### src/rtl/seven_seg_scan_ctrl_if.sv
// rtl/seven_seg_scan_ctrl_if.sv - display image load handshake for the 7-segment scan controller
interface seven_seg_scan_ctrl_if #(
   parameter int NUM_DIGITS = 8
);
   logic                      load_valid;
   logic                      load_ready;
   logic [4*NUM_DIGITS-1:0]   load_data;
   logic [NUM_DIGITS-1:0]     load_dp;
   logic                      load_cmp_en;
   logic [3:0]                load_cmp_a;
   logic [3:0]                load_cmp_b;

   modport master (
      output load_valid, load_data, load_dp, load_cmp_en, load_cmp_a, load_cmp_b,
      input  load_ready
   );

   modport slave (
      input  load_valid, load_data, load_dp, load_cmp_en, load_cmp_a, load_cmp_b,
      output load_ready
   );
endinterface

### src/rtl/seven_seg_scan_ctrl.sv
// rtl/seven_seg_scan_ctrl.sv - time-multiplexed common-anode 7-segment scan controller
module seven_seg_scan_ctrl #(
   parameter int NUM_DIGITS   = 8,
   parameter int REFRESH_DIV  = 100000,
   parameter int BLANK_CYCLES = 16
) (
   input  logic                  clk,
   input  logic                  rst_n,
   input  logic                  enable,
   seven_seg_scan_ctrl_if.slave  load,
   output logic [7:0]            seg_out,
   output logic [NUM_DIGITS-1:0] an_out,
   output logic                  frame_done
);
   localparam int CMAX = (REFRESH_DIV > BLANK_CYCLES) ? REFRESH_DIV : BLANK_CYCLES;
   localparam int CW   = (CMAX > 1) ? $clog2(CMAX) : 1;
   localparam int IW   = $clog2(NUM_DIGITS);

   localparam logic [CW-1:0] BLANK_LAST = CW'(BLANK_CYCLES - 1);
   localparam logic [CW-1:0] SHOW_LAST  = CW'(REFRESH_DIV - 1);
   localparam logic [IW-1:0] IDX_LAST   = IW'(NUM_DIGITS - 1);

   localparam logic [1:0] ST_IDLE  = 2'd0;
   localparam logic [1:0] ST_BLANK = 2'd1;
   localparam logic [1:0] ST_SHOW  = 2'd2;

   logic [1:0]              state;
   logic [CW-1:0]           cnt;
   logic [IW-1:0]           idx;
   logic                    ready;

   logic [4*NUM_DIGITS-1:0] pend_data, disp_data;
   logic [NUM_DIGITS-1:0]   pend_dp, disp_dp;
   logic                    pend_cmp_en, disp_cmp_en;
   logic [3:0]              pend_a, pend_b, disp_a, disp_b;

   logic [3:0]              nib;
   logic [7:0]              seg_pat;
   logic [NUM_DIGITS-1:0]   an_pat;
   logic                    frame_end;

   assign load.load_ready = ready;

   function automatic logic [7:0] hex_seg(input logic [3:0] n);
      case (n)
         4'h0: hex_seg = 8'h03;  4'h1: hex_seg = 8'h9F;
         4'h2: hex_seg = 8'h25;  4'h3: hex_seg = 8'h0D;
         4'h4: hex_seg = 8'h99;  4'h5: hex_seg = 8'h49;
         4'h6: hex_seg = 8'h41;  4'h7: hex_seg = 8'h1F;
         4'h8: hex_seg = 8'h01;  4'h9: hex_seg = 8'h09;
         4'hA: hex_seg = 8'h11;  4'hB: hex_seg = 8'hC1;
         4'hC: hex_seg = 8'h63;  4'hD: hex_seg = 8'h85;
         4'hE: hex_seg = 8'h61;  default: hex_seg = 8'h71;
      endcase
   endfunction

   // Pattern for the digit about to be lit; the glyph overrides both nibble and dp on the top digit.
   always_comb begin
      nib     = disp_data[idx*4 +: 4];
      seg_pat = hex_seg(nib);
      if (disp_dp[idx])
         seg_pat[0] = 1'b0;
      if (disp_cmp_en && idx == IDX_LAST)
         seg_pat = (disp_a == disp_b) ? 8'b1000_0011 : 8'b1110_0011;
      an_pat    = ~(NUM_DIGITS'(1) << idx);
      frame_end = enable && state == ST_SHOW && cnt == SHOW_LAST && idx == IDX_LAST;
   end

   // Scan FSM: blank gap, then lit digit; outputs registered on the edge entering each state.
   always_ff @(posedge clk or negedge rst_n) begin
      if (!rst_n) begin
         state      <= ST_IDLE;
         cnt        <= '0;
         idx        <= '0;
         seg_out    <= 8'hFF;
         an_out     <= '1;
         frame_done <= 1'b0;
      end else begin
         frame_done <= 1'b0;
         if (!enable) begin
            state   <= ST_IDLE;
            cnt     <= '0;
            idx     <= '0;
            seg_out <= 8'hFF;
            an_out  <= '1;
         end else begin
            case (state)
               ST_IDLE: begin
                  state <= ST_BLANK;
                  cnt   <= '0;
               end
               ST_BLANK: begin
                  if (cnt == BLANK_LAST) begin
                     state   <= ST_SHOW;
                     cnt     <= '0;
                     seg_out <= seg_pat;
                     an_out  <= an_pat;
                  end else begin
                     cnt <= cnt + 1'b1;
                  end
               end
               ST_SHOW: begin
                  if (cnt == SHOW_LAST) begin
                     state   <= ST_BLANK;
                     cnt     <= '0;
                     seg_out <= 8'hFF;
                     an_out  <= '1;
                     if (idx == IDX_LAST) begin
                        idx        <= '0;
                        frame_done <= 1'b1;
                     end else begin
                        idx <= idx + 1'b1;
                     end
                  end else begin
                     cnt <= cnt + 1'b1;
                  end
               end
               default: begin
                  state <= ST_IDLE;
                  cnt   <= '0;
                  idx   <= '0;
               end
            endcase
         end
      end
   end

   // Double buffer: accept into pending, promote to display only at a frame boundary.
   always_ff @(posedge clk or negedge rst_n) begin
      if (!rst_n) begin
         ready       <= 1'b1;
         pend_data   <= '0;
         pend_dp     <= '0;
         pend_cmp_en <= 1'b0;
         pend_a      <= '0;
         pend_b      <= '0;
         disp_data   <= '0;
         disp_dp     <= '0;
         disp_cmp_en <= 1'b0;
         disp_a      <= '0;
         disp_b      <= '0;
      end else if (frame_end && !ready) begin
         disp_data   <= pend_data;
         disp_dp     <= pend_dp;
         disp_cmp_en <= pend_cmp_en;
         disp_a      <= pend_a;
         disp_b      <= pend_b;
         ready       <= 1'b1;
      end else if (load.load_valid && ready) begin
         pend_data   <= load.load_data;
         pend_dp     <= load.load_dp;
         pend_cmp_en <= load.load_cmp_en;
         pend_a      <= load.load_cmp_a;
         pend_b      <= load.load_cmp_b;
         ready       <= 1'b0;
      end
   end
endmodule

### src/flat_wrapper.sv
// flat-port wrapper written by rule: the top's interface ports become plain ports
module seven_seg_scan_ctrl_flat 
#(
   parameter int NUM_DIGITS   = 8,
   parameter int REFRESH_DIV  = 100000,
   parameter int BLANK_CYCLES = 16
)
  (clk, rst_n, enable, seg_out, an_out, frame_done, load_load_valid, load_load_data, load_load_dp, load_load_cmp_en, load_load_cmp_a, load_load_cmp_b, load_load_ready);
  seven_seg_scan_ctrl_if #(.NUM_DIGITS(NUM_DIGITS)) load_i ();
  input  logic clk;
  input  logic rst_n;
  input  logic enable;
  output logic [7:0] seg_out;
  output logic [NUM_DIGITS-1:0] an_out;
  output logic frame_done;
  input wire logic [$bits(load_i.load_valid)-1:0] load_load_valid;
  input wire logic [$bits(load_i.load_data)-1:0] load_load_data;
  input wire logic [$bits(load_i.load_dp)-1:0] load_load_dp;
  input wire logic [$bits(load_i.load_cmp_en)-1:0] load_load_cmp_en;
  input wire logic [$bits(load_i.load_cmp_a)-1:0] load_load_cmp_a;
  input wire logic [$bits(load_i.load_cmp_b)-1:0] load_load_cmp_b;
  output wire logic [$bits(load_i.load_ready)-1:0] load_load_ready;
  assign load_i.load_valid = load_load_valid;
  assign load_i.load_data = load_load_data;
  assign load_i.load_dp = load_load_dp;
  assign load_i.load_cmp_en = load_load_cmp_en;
  assign load_i.load_cmp_a = load_load_cmp_a;
  assign load_i.load_cmp_b = load_load_cmp_b;
  assign load_load_ready = load_i.load_ready;
  seven_seg_scan_ctrl #(.NUM_DIGITS(NUM_DIGITS), .REFRESH_DIV(REFRESH_DIV), .BLANK_CYCLES(BLANK_CYCLES)) u_core (.clk(clk), .rst_n(rst_n), .enable(enable), .load(load_i), .seg_out(seg_out), .an_out(an_out), .frame_done(frame_done));
endmodule
### config.mk
export PLATFORM = sky130hd
export DESIGN_NAME = seven_seg_scan_ctrl_flat
export DESIGN_NICKNAME = d
export VERILOG_FILES = /design/src/rtl/seven_seg_scan_ctrl_if.sv /design/src/rtl/seven_seg_scan_ctrl.sv /design/src/flat_wrapper.sv
export SDC_FILE = /design/constraint.sdc
export NUM_CORES = 1
export LEC_CHECK = 0
export ABC_CLOCK_PERIOD_IN_PS = 7870
export BUFFER_PORTS_ARGS = -buffer_cell sky130_fd_sc_hd__buf_2
export CAP_MARGIN = 20
export CORE_MARGIN = 2
export CORE_UTILIZATION = 65
export CTS_BUF_LIST = sky130_fd_sc_hd__clkbuf_4 sky130_fd_sc_hd__clkbuf_8
export CTS_CLUSTER_DIAMETER = 30
export DETAILED_ROUTE_END_ITERATION = 8
export PLACE_DENSITY = 0.87
export SLEW_MARGIN = 20
export SYNTH_ARGS = -nofsm -noshare
export SYNTH_HDL_FRONTEND = slang
export SYNTH_SLANG_ARGS = --single-unit
### constraint.sdc
create_clock -name clk -period 7.87 [get_ports clk]
set_clock_uncertainty 0.2 [all_clocks]
set_input_delay 2.361 -clock clk [delete_from_list [all_inputs] [get_ports clk]]
set_output_delay 2.361 -clock clk [all_outputs]
set_load 0.02 [all_outputs]
==> results of run 1 <==
[flip-flops by register name, indices dropped and copies added, names as in the netlist]
name and count:
u_core.cnt 17, u_core.an_out 8, u_core.disp_data 32, u_core.pend_cmp_en 1
u_core.pend_dp 8, u_core.disp_b 4, u_core.pend_b 4, u_core.disp_dp 8
u_core.frame_done 1, u_core.seg_out 8, u_core.pend_a 4, u_core.disp_a 4
u_core.disp_cmp_en 1, u_core.pend_data 32, u_core.idx 3, u_core.load.load_ready 1
u_core.state 2
[placed cells by master (no fill, tap or decap), types with 3 or more instances in the layout]
cell type,n
a21oi_1,8
a22oi_1,5
and3_1,5
buf_2,69
buf_4,5
clkbuf_8,17
clkinv_4,3
clkinvlp_4,4
dfrtp_1,121
dfstp_2,17
ha_1,17
inv_1,19
inv_6,5
mux2_1,49
mux2_2,61
mux2i_1,8
mux4_2,10
nand2_1,15
nand3_1,22
nand4_1,3
nor2_1,24
nor3_1,6
nor4_1,3
o2111a_1,3
o21ai_0,7
o221ai_1,3
or3_1,3
xnor2_1,10
xor2_1,10
[power breakdown]
part / switching (mW) / internal (mW)
logic: 0.0902 / 0.0541
clock network: 0.288 / 0.287
registers: 0.0134 / 0.728
[worst max path at each step]
stage                                 to  slack (ps)  cells past startpoint
global placement        u_core.an_out[2]        3760                      4
finish                   load_load_ready        4010                      1
floorplan           u_core.pend_data[21]        4020                      4
detailed placement      u_core.an_out[1]        3670                      4
CTS                      load_load_ready        4010                      1
global route             load_load_ready        3970                      1
[area by class of cell]
class | instances | area [um2] | share of cell area, %
Clock buffer | 17 | 234 | 3.26
Clock inverter | 15 | 165 | 2.30
Inverter | 21 | 78.8 | 1.10
Multi-Input combinational cell | 293 | 2670 | 37.2
Sequential cell | 138 | 3470 | 48.4
Tap cell | 133 | 166 | 2.32
Timing Repair Buffer | 75 | 394 | 5.48
[per-stage QoR]
stage	utilization [%]	area [um2]	hold WS [ps]	worst slack (ps)	cells
6_report	74.9	7190	271	4010	692
5_1_grt	74.9	7190	295	3970	692
4_1_cts	74.8	7180	267	4010	692
3_5_place_dp	70.7	6780	254	3670	660
3_3_place_gp	70.5	6770	250	3760	658
2_1_floorplan	-	6330	252	4020	470
[kinds of logic after synthesis]
family                     count (synthesis)
DFF                                      138
muxes                                    128
and+or+nand+nor                           93
buffers and inverters                     39
AOI/OAI and AO/OA                         35
xor gates and xnor gates                  20
adders and majority gates                 17
[per-layer routing]
layer  up-vias  track usage [%]
met5         -                0
met4         0             8.51
met3        31             6.37
met2       129             39.4
met1      1986             33.4
li1       1835                -
==> flow_summary.json, run 1 <==
{
  "status": "completed",
  "top_layer_used": "met4",
  "ys_seq_elements": 138,
  "critPathLaunchType": "flip-flop",
  "wl_met2_um": 5880,
  "syn_area_per_cell_um2": 13.5,
  "muxShareOfSynthArea_pct": 24.4,
  "gr-total-overflow": 0,
  "dr_wl_met3_um": 627,
  "cts_tree": "done",
  "critPathBufInv": 1,
  "async_reset_ff_share_pct": 100,
  "synth_edf_count": 0,
  "ctsLongestPathBuffers": 2,
  "yosysMostFrequentCell": "dfrtp_1",
  "critPathSlowestCell": "dfstp_2",
  "wl_met1_um": 5390,
  "leakagePower_nw": 3.59,
  "cts_sinks": 138,
  "finalPower_mw": 1.46,
  "drive_gt1_share_pct": 36.3,
  "n_antenna_cell": 0,
  "hold_path.startpoint": "u_core.seg_out[3]",
  "crit_type": "flip-flop to output pin",
  "yosysSeqAreaShare_pct": 54.9,
  "p_per_area_nw_per_um2": 203,
  "die_h_um": 103,
  "grt_use_total_pct": 24.7,
  "worst_path_largest_cell_delay_ps": 650,
  "syn_inst": 470,
  "finalNetCount": 616,
  "cts_hold_buf": 0,
  "synth_ff_type": "dfrtp_1",
  "holdPathStages": 2,
  "synth_top_family_by_area": "multiplexers",
  "yosys_warnings": 0,
  "port_buffers": 70,
  "insertion_delay_ps": 440,
  "cts_resized": 0,
  "synthesis.nets": 540,
  "synthTopCellsByCount": "dfrtp_1, mux2_2, mux2_1",
  "final_hold_viol_count": 0,
  "synthDistinctLibCells": 45,
  "gp_congestion": 0.887,
  "setup_viol": 0,
  "crit_start": "u_core.load.load_ready",
  "antenna_found_initial": 0,
  "cts_setup_buffers": 0,
  "crit_path_end_kind": "output pin",
  "crit_family": "flip-flops",
  "die-width_um": 103,
  "initial_utilization_pct": 66.0,
  "routed_wirelength_um": 12100,
  "grt_pass1_vias": 3925,
  "max_slew_margin_pct": 37.9,
  "num_vias": 3981,
  "maxCapViolCount": 0,
  "fin_crit_ps": 3860,
  "cts_buffers": 17,
  "required_ps": 5310,
  "critical_path_arrival_ps": 1300,
  "yosys-top-cells-area": "dfrtp_1, mux2_2, mux2_1",
  "tightest_slew_ps": 931,
  "setup_tns_ps": 0,
  "maxSlewViolCount": 0,
  "routedWlPerCell_um": 17.5,
  "die-area_um2": 10500,
  "clk_pin_slew_ps": 90,
  "cts_max_level": 4,
  "area_growth_pct": 13.5,
  "synth_xor_area_share_pct": 2.77,
  "finalCritPeriodShare_pct": 49.0,
  "synth_top_area_share_pct": 47.8,
  "synthSimpleGateAreaFrac_pct": 7.51,
  "ios": 71,
  "rr_endpoint": "u_core.seg_out[1]",
  "r2r_setup_slack_ps": 4580,
  "drtAntennaViolNets": 0,
  "via_per_inst": 5.75,
  "fillers": 618,
  "synth-compound-area-share_pct": 4.07,
  "rows": 36,
  "whs_endpoint": "u_core.seg_out[3]",
  "yosysTopAreaCell": "dfrtp_1",
  "cts_root_buf": "clkbuf_8",
  "worstPathCellList": "buf_2",
  "grt_pass1_wl_um": 19400,
  "synth_fa_ha_area_share_pct": 3.36,
  "dp_hpwl_um": 8100,
  "r2r_cells": 7,
  "min_path_type": "flip-flop to flip-flop",
  "core_area_um2": 9590,
  "drc": 0,
  "max-vdd-ir-drop_v": 0.000181,
  "drt_iter0_drc": 219,
  "dr.pass1.iters": 5,
  "grt_max_degree": 79,
  "crit_fanout": 4,
  "clock.fmax_ghz": 0.259,
  "r2r-start": "u_core.idx[0]",
  "synthesis.area_um2": 6330,
  "rsz0062_at_grt": "false"
}
No activity file was read; power rests on OpenSTA's default activity.
==> inputs of run 2 (changes only) <==
ABC_CLOCK_PERIOD_IN_PS = 3400   (was 7870)
CORE_UTILIZATION = 55   (was 65)
PLACE_DENSITY = 0.79   (was 0.87)
clock period = 3.4 ns   (was 7.87 ns; I/O delays follow)
==> run 2 against run 1 <==
Compared with the run above:
- sequential share of layout area fell by 0.30 points
- clock power increased by 110%
- first-iteration DRC count shrank 15%
- core utilization is 11 points lower
- combinational power rose by 140%
- design area grew 0.63%
- global-route usage is 3.9 points lower
- worst setup slack worse by 3400 ps
- routed wire length down 0.78%
- sequential power up 130%
- cell count rose by 1.9%
- via count grew 0.35%
==> flow_summary.json, run 2 (synthesis gave the netlist of run 1 again) <==
{
  "critPathLaunchType": "flip-flop",
  "cts_sinks": 138,
  "routedWlPerCell_um": 17.1,
  "r2r_setup_slack_ps": 570,
  "finalCritPeriodShare_pct": 83.2,
  "r2r-start": "u_core.idx[0]",
  "use_met1_pct": 28.1,
  "critPathSlowestCell": "mux4_2",
  "ios": 71,
  "die-area_um2": 12400,
  "ctsLongestPathBuffers": 2,
  "crit_family": "multiplexers",
  "largestRegisters": "u_core.disp_data (32), u_core.pend_data (32), u_core.cnt (17)",
  "critPathBufInv": 2,
  "grtUsageMet2_pct": 32.1,
  "required_ps": 3580,
  "drive_gt1_share_pct": 36.7,
  "min_path_type": "flip-flop to flip-flop",
  "routed_wirelength_um": 12000,
  "antenna_found_initial": 1,
  "grt_max_degree": 61,
  "clk_pin_slew_ps": 80,
  "rows": 39,
  "gr-total-overflow": 0,
  "max_slew_margin_pct": 50.4,
  "cts_setup_buffers": 0,
  "top_usage_layer": "met2",
  "grtUsageMet3_pct": 6.78,
  "fin_ws_ps": 570,
  "cts_max_level": 4,
  "cts_resized": 0,
  "layout_common_cells": "dfrtp_1, buf_2, mux2_2",
  "crit_fanout": 9,
  "cts_root_buf": "clkbuf_8",
  "core_area_um2": 11300,
  "max-vdd-ir-drop_v": 0.000252,
  "worst_path_largest_cell_delay_ps": 520,
  "post-place-ws_ps": 602,
  "die-width_um": 111,
  "fin_crit_ps": 2830,
  "hold_path.startpoint": "u_core.seg_out[2]",
  "setup_tns_ps": 0,
  "dr.pass1.iters": 4,
  "cts_tree": "done",
  "finalNetCount": 621,
  "drc": 0,
  "status": "completed",
  "finalHoldWorstSlack_ps": 275,
  "n_antenna_cell": 0,
  "final_hold_viol_count": 0,
  "critical_path_arrival_ps": 3010,
  "final_common_cell": "dfrtp_1",
  "dp_hpwl_um": 8590,
  "worstPathCellList": "buf_4 -> mux4_2 -> mux2i_1 -> inv_1 -> ha_1 -> mux2i_1 -> o221ai_1 -> mux2_2",
  "via_per_inst": 5.67,
  "p_per_area_nw_per_um2": 452,
  "cts_buffers": 17,
  "grt_pass1_vias": 4115,
  "leakagePower_nw": 3.61,
  "fillers": 881,
  "cts_hold_buf": 0,
  "maxSlewViolCount": 0,
  "setup_viol": 0,
  "rsz0062_at_grt": "false",
  "drtAntennaViolNets": 0,
  "num_vias": 3995,
  "clock.fmax_ghz": 0.353,
  "insertion_delay_ps": 440,
  "cp_common_cell": "mux2i_1",
  "initial_utilization_pct": 55.9,
  "crit_type": "flip-flop to flip-flop",
  "drt_iter0_drc": 186,
  "crit_start": "u_core.idx[0]",
  "maxCapViolCount": 0,
  "port_buffers": 70,
  "die_h_um": 111,
  "crit_path_end_kind": "flip-flop",
  "gp_congestion": 0.879,
  "grt_use_total_pct": 20.8,
  "tightest_slew_ps": 737,
  "area_growth_pct": 14.2,
  "grt_pass1_wl_um": 20300
}
[run 2: cell count changes in the layout (fill, tap and decap cells not counted), sizes merged]
| cell | before | now |
|---|---|---|
| buf | 75 | 80 |
| bufinv | 2 | 1 |
| clkbuf | 17 | 19 |
| clkinv | 6 | 7 |
| clkinvlp | 4 | 5 |
| inv | 24 | 19 |
[run 2: worst reg2reg max path, delay by kind of cell (launching register included)]
kind | cells | cell delay, ps
AO/OA/AOI/OAI | 1 | 140
multiplexers | 4 | 1390
flip-flops | 1 | 350
adder cells (fa/ha/maj) | 1 | 290
buffers and inverters | 2 | 400
[run 2: path summary, 6_finish.rpt]
path                       depth (start not counted)           endpoint
setup / recovery                                   8  u_core.seg_out[1]
hold / removal                                     2  u_core.seg_out[2]
setup reg to reg                                   8  u_core.seg_out[1]
hold reg to reg                                    2  u_core.seg_out[2]
max in group asynchronous                          2  u_core.seg_out[3]
min in group asynchronous                          1     u_core.cnt[14]
[run 2: metal layers]
metal | vias to the layer above | part of all wire, %
met3 | 23 | 6.1
met1 | 2003 | 44
met5 | - | 0.11
met4 | 2 | 1.6
met2 | 125 | 48
li1 | 1842 | -
[run 2: metrics by stage]
| stage | power [mW] | utilization, % | std cells | cell area, um2 |
|---|---|---|---|---|
| final | 3.27 | 63.9 | 705 | 7230 |
| after global routing | 3.42 | 63.9 | 705 | 7230 |
| after CTS | 3.30 | 63.9 | 705 | 7230 |
| after detailed placement | 2.09 | 60.7 | 675 | 6870 |
| after global placement | 2.07 | 60.7 | 675 | 6870 |
| after floorplan | 1.94 | - | 470 | 6330 |
[run 2: final cells by class]
type                            instances  area, um2  area share (%)
Multi-Input combinational cell        293       2670            36.9
Tap cell                              143        179            2.47
Clock inverter                         11        100            1.38
Sequential cell                       138       3470            48.1
Clock buffer                           19        262            3.62
Timing Repair Buffer                   80        469            6.49
Inverter                               21       78.8            1.09
[run 2: where the power goes]
| part | internal (mW) | switching, mW | leakage, nW | total, mW |
|---|---|---|---|---|
| registers | 1.69 | 0.0237 | 1.87 | 1.71 |
| logic | 0.132 | 0.218 | 1.57 | 0.349 |
| clock network | 0.604 | 0.604 | 0.171 | 1.21 |
